`src/rtl/wb_master_if.sv`:
```
// Wishbone master bridging a stalling CPU pipeline to a single-outstanding bus; BUS_TIMEOUT_EN adds an ack timeout.
// Latency: request registered onto the bus next edge; read data returned combinationally in the ack cycle.
// Backpressure: stall_req_o holds the pipeline until ack; flushed transactions still complete on the bus.
module wb_master_if #(
    parameter int TIMEOUT_CYCLES = 255
) (
    input  logic        clk,
    input  logic        rst,
    input  logic        cpu_ce_i,
    input  logic [31:0] cpu_addr_i,
    input  logic [31:0] cpu_data_i,
    input  logic        cpu_we_i,
    input  logic [3:0]  cpu_sel_i,
    input  logic        stall_i,
    input  logic        flush_i,
    output logic [31:0] cpu_data_o,
    output logic        stall_req_o,
    output logic        err_o,
    output logic [31:0] wishbone_addr_o,
    output logic [31:0] wishbone_data_o,
    output logic        wishbone_we_o,
    output logic [3:0]  wishbone_select_o,
    input  logic [31:0] wishbone_data_i,
    input  logic        wishbone_ack_i
);

    typedef enum logic [1:0] {
        IDLE       = 2'd0,
        BUSY       = 2'd1,
        WAIT_STALL = 2'd2,
        FLUSH_WAIT = 2'd3
    } state_t;

    state_t      state_q, state_d;
    logic [31:0] addr_q, addr_d;
    logic [31:0] data_q, data_d;
    logic        we_q, we_d;
    logic [3:0]  sel_q, sel_d;
    logic [31:0] rbuf_q, rbuf_d;
    logic        tmo;

`ifdef BUS_TIMEOUT_EN
    localparam int CW = (TIMEOUT_CYCLES > 255) ? $clog2(TIMEOUT_CYCLES + 1) : 8;
    logic [CW-1:0] cnt_q, cnt_d;
    logic          err_q, err_d;
    logic [CW-1:0] cnt_inc;

    assign cnt_inc = cnt_q + CW'(1);
    // Timeout fires on the ack-less cycle that would bring the count to the limit.
    assign tmo = ((state_q == BUSY) || (state_q == FLUSH_WAIT)) && !wishbone_ack_i
                 && (cnt_inc == CW'(TIMEOUT_CYCLES));
    assign err_o = err_q;
`else
    logic unused_timeout;
    assign unused_timeout = ^TIMEOUT_CYCLES;
    assign tmo   = 1'b0;
    assign err_o = 1'b0;
`endif

    always_comb begin
        state_d     = state_q;
        addr_d      = addr_q;
        data_d      = data_q;
        we_d        = we_q;
        sel_d       = sel_q;
        rbuf_d      = rbuf_q;
        cpu_data_o  = 32'h0;
        stall_req_o = 1'b0;
`ifdef BUS_TIMEOUT_EN
        cnt_d = cnt_q;
        err_d = tmo;
        if (((state_q == BUSY) || (state_q == FLUSH_WAIT)) && !wishbone_ack_i) begin
            cnt_d = cnt_inc;
        end
`endif
        case (state_q)
            IDLE: begin
                if (cpu_ce_i && !flush_i) begin
                    addr_d      = cpu_addr_i;
                    data_d      = cpu_data_i;
                    we_d        = cpu_we_i;
                    sel_d       = cpu_sel_i;
                    stall_req_o = 1'b1;
                    state_d     = BUSY;
`ifdef BUS_TIMEOUT_EN
                    cnt_d = '0;
`endif
                end
            end
            BUSY: begin
                if (wishbone_ack_i) begin
                    cpu_data_o = wishbone_data_i;
                    sel_d      = 4'h0;
                    we_d       = 1'b0;
                    if (flush_i) begin
                        state_d = IDLE;
                    end else begin
                        rbuf_d  = wishbone_data_i;
                        state_d = stall_i ? WAIT_STALL : IDLE;
                    end
                end else if (tmo) begin
                    // Aborted read leaves zero in the buffer so WAIT_STALL returns 0.
                    sel_d   = 4'h0;
                    we_d    = 1'b0;
                    rbuf_d  = 32'h0;
                    state_d = (stall_i && !flush_i) ? WAIT_STALL : IDLE;
                end else begin
                    stall_req_o = 1'b1;
                    if (flush_i) begin
                        state_d = FLUSH_WAIT;
                    end
                end
            end
            WAIT_STALL: begin
                cpu_data_o = rbuf_q;
                if (!stall_i) begin
                    state_d = IDLE;
                end
            end
            FLUSH_WAIT: begin
                stall_req_o = cpu_ce_i && !tmo;
                if (wishbone_ack_i || tmo) begin
                    sel_d   = 4'h0;
                    we_d    = 1'b0;
                    state_d = IDLE;
                end
            end
            default: state_d = IDLE;
        endcase
    end

    always_ff @(posedge clk or negedge rst) begin
        if (!rst) begin
            state_q <= IDLE;
            addr_q  <= 32'h0;
            data_q  <= 32'h0;
            we_q    <= 1'b0;
            sel_q   <= 4'h0;
            rbuf_q  <= 32'h0;
        end else begin
            state_q <= state_d;
            addr_q  <= addr_d;
            data_q  <= data_d;
            we_q    <= we_d;
            sel_q   <= sel_d;
            rbuf_q  <= rbuf_d;
        end
    end

`ifdef BUS_TIMEOUT_EN
    always_ff @(posedge clk or negedge rst) begin
        if (!rst) begin
            cnt_q <= '0;
            err_q <= 1'b0;
        end else begin
            cnt_q <= cnt_d;
            err_q <= err_d;
        end
    end
`endif

    assign wishbone_addr_o   = addr_q;
    assign wishbone_data_o   = data_q;
    assign wishbone_we_o     = we_q;
    assign wishbone_select_o = sel_q;

endmodule

```
`config.mk`:
```
export PLATFORM = sky130hd
export DESIGN_NAME = wb_master_if
export DESIGN_NICKNAME = d
export VERILOG_FILES = /design/src/rtl/wb_master_if.sv
export SDC_FILE = /design/constraint.sdc
export NUM_CORES = 1
export LEC_CHECK = 0
export BUFFER_PORTS_ARGS = -buffer_cell sky130_fd_sc_hd__buf_4
export CAP_MARGIN = 10
export CORE_ASPECT_RATIO = 0.5
export CORE_MARGIN = 1
export CORE_UTILIZATION = 40
export CTS_CLUSTER_SIZE = 10
export DETAILED_ROUTE_END_ITERATION = 8
export GPL_TIMING_DRIVEN = 0
export PLACE_DENSITY = 0.67
export SYNTH_ARGS = -nofsm -noshare
export SYNTH_HDL_FRONTEND = slang
export SYNTH_SLANG_ARGS = --single-unit
```
`constraint.sdc`:
```
create_clock -name clk -period 2.8 [get_ports clk]
set_clock_uncertainty 0.1 [all_clocks]
set_input_delay 0.56 -clock clk [delete_from_list [all_inputs] [get_ports clk]]
set_output_delay 0.56 -clock clk [all_outputs]
set_load 0.02 [all_outputs]
```
==> results of run 1 <==
==> logic make-up after synthesis <==
logic type               synth area share
AO/OA/AOI/OAI                      0.0607
adder cells (fa/ha/maj)            0.0161
buffers and inverters              0.0412
flip-flops                          0.551
multiplexers                        0.270
other                            0.000802
AND/OR/NAND/NOR                    0.0597
==> where the power goes <==
part / switching, mW / internal (mW) / total [mW]
clock network: 0.547 / 0.803 / 1.35
registers: 0.386 / 2.24 / 2.62
logic: 1.81 / 1.98 / 3.79
total: 2.74 / 5.02 / 7.76
==> state kept, by name, indices dropped and copies added, names as in the netlist <==
register           count
wishbone_select_o      4
rbuf_q                32
wishbone_we_o          1
wishbone_addr_o       32
state_q                2
wishbone_data_o       32
==> placed cells by master, fill, tap and decap left out, drive strengths merged, types with 3 or more instances in the layout <==
cell type,count
buf,225
dfrtp,103
mux2,97
nor2b,32
a22oi,32
clkbuf,16
inv,9
nand2,7
mux2i,6
ha,6
nand2b,3
clkinvlp,3
a21oi,3
==> final timing paths <==
check | cells after the start | end | slack [ns] | startpoint
min in group clk | 2 | wishbone_addr_o[31] | 0.35 | cpu_addr_i[31]
max in group asynchronous | 2 | wishbone_addr_o[1] | 1.71 | rst
max reg2reg | 6 | wishbone_addr_o[29] | 0.92 | state_q[0]
max | 7 | cpu_data_o[9] | 0.17 | state_q[0]
min | 1 | rbuf_q[0] | 0.20 | rst
min reg2reg | 1 | wishbone_addr_o[21] | 0.41 | wishbone_addr_o[21]
==> cell usage after synthesis <==
| cell type | n | area [um2] |
|---|---|---|
| a21oi_1 | 2 | 10.0 |
| a21oi_2 | 1 | 8.76 |
| a22oi_1 | 32 | 240 |
| a31oi_1 | 1 | 6.26 |
| a32oi_1 | 1 | 8.76 |
| and2_1 | 1 | 6.26 |
| buf_2 | 4 | 20.0 |
| buf_4 | 3 | 22.5 |
| buf_6 | 8 | 90.1 |
| clkbuf_1 | 7 | 26.3 |
| conb_1 | 1 | 3.75 |
| dfrtp_1 | 103 | 2580 |
| ha_1 | 6 | 75.1 |
| inv_1 | 8 | 30.0 |
| inv_2 | 1 | 3.75 |
| mux2_2 | 67 | 754 |
| mux2_4 | 30 | 450 |
| mux2i_1 | 6 | 60.1 |
| nand2_1 | 6 | 22.5 |
| nand2_4 | 1 | 11.3 |
| nand2b_1 | 3 | 18.8 |
| nand3_1 | 1 | 5.00 |
| nand3b_1 | 1 | 7.51 |
| nor2_1 | 2 | 7.51 |
| nor2b_1 | 32 | 200 |
| o21ai_0 | 2 | 10.0 |
==> stage by stage <==
stage          cells  area (um2)  total power, mW
6_report         713        6800             7.76
4_1_cts          713        6780             7.82
2_1_floorplan    330        4680             4.93
3_5_place_dp     698        6460             6.43
5_1_grt          713        6800             8.22
3_3_place_gp     697        6440             6.36
==> layout make-up <==
type | instances | area, um2
buffer | 21 | 170
fill | 918 | 4380
sequential | 103 | 2580
tap | 159 | 199
clock inverter | 5 | 82.6
clock buffer | 10 | 239
multi-input combinational | 196 | 1910
timing repair buffer | 210 | 1590
inverter | 9 | 33.8
==> metal layers <==
metal | part of all wire | track usage | vias to the layer above
met1 | 0.43 | 0.225 | 1638
li1 | - | - | 1603
met2 | 0.51 | 0.326 | 101
met3 | 0.053 | 0.0491 | 11
met5 | 0 | 0 | -
met4 | 0.012 | 0.0525 | 0
==> what timing repair did <==
item                                    in CTS  in global routing
setup buffers                                0                  1
resized for setup                            3                 13
pin swaps                                    0                  0
endpoints found under the setup margin      30                 30
==> flow_summary.json, run 1 <==
{
  "cpMostUsedCell": "buf_4",
  "critPathMaxFanout": 10,
  "slew_headroom": 0.465,
  "clk_latency_ns": 0.34,
  "crit_buf_inv": 3,
  "routed_wl_mm": 11.0,
  "drv_cap": 0,
  "die-area_mm2": 0.0122,
  "clkTransAtPathRegs_ns": 0.07,
  "cts_buffers": 9,
  "dieHeight_um": 78.5,
  "path_delay_family": "buffers and inverters",
  "cp-end-kind": "output pin",
  "finalHoldViolations": 0,
  "final_layout_size_suffix_gt1_frac": 0.626,
  "detail_route.iter0.violations": 125,
  "fmax_mhz": 380,
  "grt_pass1_wl_mm": 17.4,
  "path_class": "flip-flop to output pin",
  "io-pin-count": 210,
  "setup_ws_ns": 0.167,
  "drtPass1Iterations": 4,
  "antenna_cells": 0,
  "nets": 663,
  "cp_slowest_cell": "dfrtp_1",
  "postSynthCellCount": 330,
  "hold_buffers": 0,
  "route.detailed.drc": 0,
  "avgSynthCellArea_um2": 14.2,
  "cp-start-kind": "flip-flop",
  "grt_use_total": 0.185,
  "setup_viol": 0,
  "rsz0062_at_grt": "false",
  "ys_ff_latch": 103,
  "clockRootBuffer": "clkbuf_16",
  "area_growth_pct": 45.4,
  "grt_start_max_net_pins": 63,
  "worstHoldPathType": "input port to asynchronous set/reset pin",
  "core.rowCount": 27,
  "viasPerCell": 4.70,
  "p_leak_nw": 3.35,
  "ir_drop_mv": 0.370,
  "cts_sinks": 103,
  "routedWlPerCell_um": 15.4,
  "arrival_ns": 1.97,
  "cts-htree-levels": 3,
  "gp_congestion": 0.745,
  "cts_tree": "yes",
  "core-area_mm2": 0.0112,
  "powerDensity_mw_per_mm2": 1140,
  "portBuffers": 208,
  "postLayoutCoreUtil": 0.608,
  "worstMarginPinSlew_ns": 0.802,
  "grt_pass1_vias": 3412,
  "antenna_found_initial": 0,
  "max-clock-path-buffers": 2,
  "cpPeakStageDelay_ns": 0.45,
  "tns_ns": 0,
  "die_w_um": 155,
  "synth_nets": 443,
  "hpwl_mm": 8.12,
  "overflow": 0,
  "via_count": 3353,
  "synth-seq-area-share": 0.551,
  "ant_nets": 0,
  "cp.required_ns": 2.14,
  "crit_path_cell_trace": "ha_1, and2_1, buf_4, clkbuf_4, a22oi_1, nor2b_1, buf_4",
  "start_util": 0.418,
  "outcome": "complete, no violations",
  "final.min_clock_period_ns": 2.63,
  "whs_ns": 0.196,
  "ys.warnings.count": 0,
  "synth.distinct_cells": 26,
  "fin_crit_sh": 0.940,
  "place_ws_ns": 0.252,
  "synthesis.area_mm2": 0.00468,
  "slew_violations": 0
}
No activity file was read; power rests on OpenSTA's default activity.
==> run 2, diff against run 1 <==
ABC_AREA = 1   (was unset)
clock period = 3 ns   (was 2.8 ns; I/O delays follow)
==> run 2 against run 1 <==
- first-iteration DRC count up 120%
- worst hold slack better by 0.023 ns
- cell count up 33%
- clock power shrank 19%
- critical endpoint is now cpu_data_o[31]
- largest power group unchanged
- highest routed layer unchanged
==> flow_summary.json, run 2 <==
{
  "powerDensity_mw_per_mm2": 1020,
  "post_cts_buffers": 0,
  "area_growth_pct": 44.2,
  "slew_headroom": 0.491,
  "total_power_mw": 6.88,
  "layout_common_cells": "buf_4 (217), nand2_1 (201), dfrtp_1 (103)",
  "synth-seq-area-share": 0.553,
  "grt_pass1_vias": 4082,
  "synth_edf_count": 0,
  "outcome": "complete, no violations",
  "avgSynthCellArea_um2": 8.24,
  "p_clk_frac": 0.159,
  "antenna_cells": 0,
  "tns_ns": 0,
  "pwr-share-comb": 0.483,
  "clockRootBuffer": "clkbuf_16",
  "cts_resized": 0,
  "cp-start-kind": "flip-flop",
  "final_layout_size_suffix_gt1_frac": 0.322,
  "detail_route.iter0.violations": 280,
  "synth_top_area_frac": 0.553,
  "cts_tree": "yes",
  "postSynthCellCount": 566,
  "antenna_found_initial": 0,
  "fmax_mhz": 368,
  "intPower_mw": 4.01,
  "cp-end-kind": "output pin",
  "drv_cap": 0,
  "via_count": 4310,
  "yosys.area.top_type": "dfrtp_1",
  "cp.required_ns": 2.30,
  "routed_wl_mm": 12.3,
  "fin_crit_sh": 0.905,
  "synthesis.area_mm2": 0.00466,
  "viasPerCell": 4.54,
  "layout_commonest_cell": "buf_4",
  "ys_ff_latch": 103,
  "portBuffers": 208,
  "grt_pass1_wl_mm": 20.1,
  "setup_viol": 0,
  "route.detailed.drc": 0,
  "seqPwrFrac": 0.358,
  "synth_nets": 679,
  "clk_latency_ns": 0.34,
  "sw_frac_of_total": 0.417,
  "io-pin-count": 210,
  "dieHeight_um": 78.4,
  "cp-startpoint": "state_q[0]",
  "drtPass1Iterations": 5,
  "die-area_mm2": 0.0121,
  "cts_sinks": 103,
  "final.min_clock_period_ns": 2.72,
  "cts_buffers": 9,
  "start_util": 0.417,
  "finalHoldViolations": 0,
  "ir_drop_mv": 0.376,
  "core.rowCount": 27,
  "routedWlPerCell_um": 13.0,
  "rsz0062_at_grt": "false",
  "gp_congestion": 0.798,
  "synth_area_leaders": "dfrtp_1 (55%), nand2_1 (16%), inv_1 (6.4%), o21ai_0 (5.4%), o21ai_1 (4.9%)",
  "nets": 899,
  "overflow": 0,
  "r2r-start": "state_q[0]",
  "reg2reg_depth": 6,
  "hold_buffers": 0,
  "max-clock-path-buffers": 2,
  "slew_violations": 0,
  "worstHoldPathType": "input port to asynchronous set/reset pin",
  "synthArstFlopShare": 1.00,
  "yosysMostFrequentCell": "nand2_1",
  "path_class": "flip-flop to output pin",
  "grt_start_max_net_pins": 58,
  "core-area_mm2": 0.0112,
  "p_leak_nw": 3.68,
  "grt_use_total": 0.210,
  "p_sw_mw": 2.87,
  "ys.warnings.count": 0,
  "hpwl_mm": 9.09,
  "critPathMaxFanout": 10,
  "synthTopCellsByCount": "nand2_1 (201), dfrtp_1 (103), inv_1 (79), o21ai_0 (50), o21ai_1 (46)",
  "synth_ff_type": "dfrtp_1",
  "worstMarginPinSlew_ns": 0.763,
  "synth.distinct_cells": 20,
  "ant_nets": 0,
  "cts-htree-levels": 3,
  "arrival_ns": 2.02,
  "die_w_um": 155,
  "clkTransAtPathRegs_ns": 0.07
}
==> run 2: cell types whose count changed in the layout (fill, tap and decap cells not counted), sizes merged, moves of 2 or more <==
| cell | before | now |
|---|---|---|
| a21oi | 3 | 34 |
| a22oi | 32 | 0 |
| buf | 225 | 230 |
| bufinv | 2 | 0 |
| clkbuf | 16 | 19 |
| clkinv | 0 | 3 |
| inv | 9 | 82 |
| mux2 | 97 | 0 |
| mux2i | 6 | 0 |
| nand2 | 7 | 201 |
| nand2b | 3 | 0 |
| nor2 | 2 | 9 |
| nor2b | 32 | 0 |
| o21ai | 2 | 96 |
==> run 2: final timing paths <==
check	endpoint	slack [ns]
min in group clk	wishbone_select_o[3]	0.37
worst max register to register	wishbone_addr_o[2]	1.31
worst min-delay path	wishbone_addr_o[10]	0.22
worst min register to register	wishbone_select_o[3]	0.37
worst max-delay path	cpu_data_o[31]	0.28
max in group asynchronous	rbuf_q[23]	1.88
==> run 2: cell type report <==
class | instances | area, um2
sequential | 103 | 2580
inverter | 81 | 304
multi-input combinational | 351 | 1550
tap | 159 | 199
timing repair buffer | 209 | 1590
fill | 1020 | 4450
buffer | 31 | 239
clock inverter | 6 | 46.3
clock buffer | 9 | 225
==> run 2: critical path: stages, from the launching register on <==
cell and delay, ns:
dfrtp_1 0.42, inv_1 0.13, ha_1 0.30, inv_1 0.14
clkbuf_1 0.40, a21oi_1 0.10, buf_4 0.18
==> run 2: per-layer routing <==
layer	wire length, um	part of all wire	vias to the layer above	global-route usage
li1	-	-	2178	-
met3	618	0.050	19	0.0464
met5	0	0	-	0
met1	5320	0.43	1988	0.268
met2	6170	0.50	125	0.362
met4	208	0.017	0	0.0584
==> run 2: power by group through the flow <==
stage | Clock (mW) | Sequential, mW | Combinational (mW)
3_5_place_dp | 0 | 2.48 | 3.37
5_1_grt | 1.17 | 2.55 | 3.65
4_1_cts | 1.13 | 2.46 | 3.37
3_3_place_gp | 0 | 2.46 | 3.30
6_report | 1.09 | 2.46 | 3.32
2_1_floorplan | 0 | 3.01 | 1.36
==> run 2: metrics by stage <==
stage / hold WS (ns) / instances / utilization / worst slack (ns) / cell area (um2)
after global placement: 0.356 / 933 / 0.575 / 0.571 / 6420
after detailed placement: 0.360 / 934 / 0.577 / 0.549 / 6450
after floorplan: 0.204 / 566 / - / 0.786 / 4660
after CTS: 0.250 / 949 / 0.601 / 0.162 / 6720
final: 0.219 / 949 / 0.602 / 0.284 / 6730
after global routing: 0.275 / 949 / 0.602 / 0.0986 / 6730
==> run 2: logic make-up (layout without fill, tap and decap cells) <==
family                   count (synthesis)  after routing  share of synthesized area
other                                    1              1                   0.000804
AND/OR/NAND/NOR                        213            213                      0.174
adder cells (fa/ha/maj)                  6              6                     0.0161
AO/OA/AOI/OAI                          131            131                      0.141
buffers and inverters                  112            336                      0.116
flip-flops                             103            103                      0.553
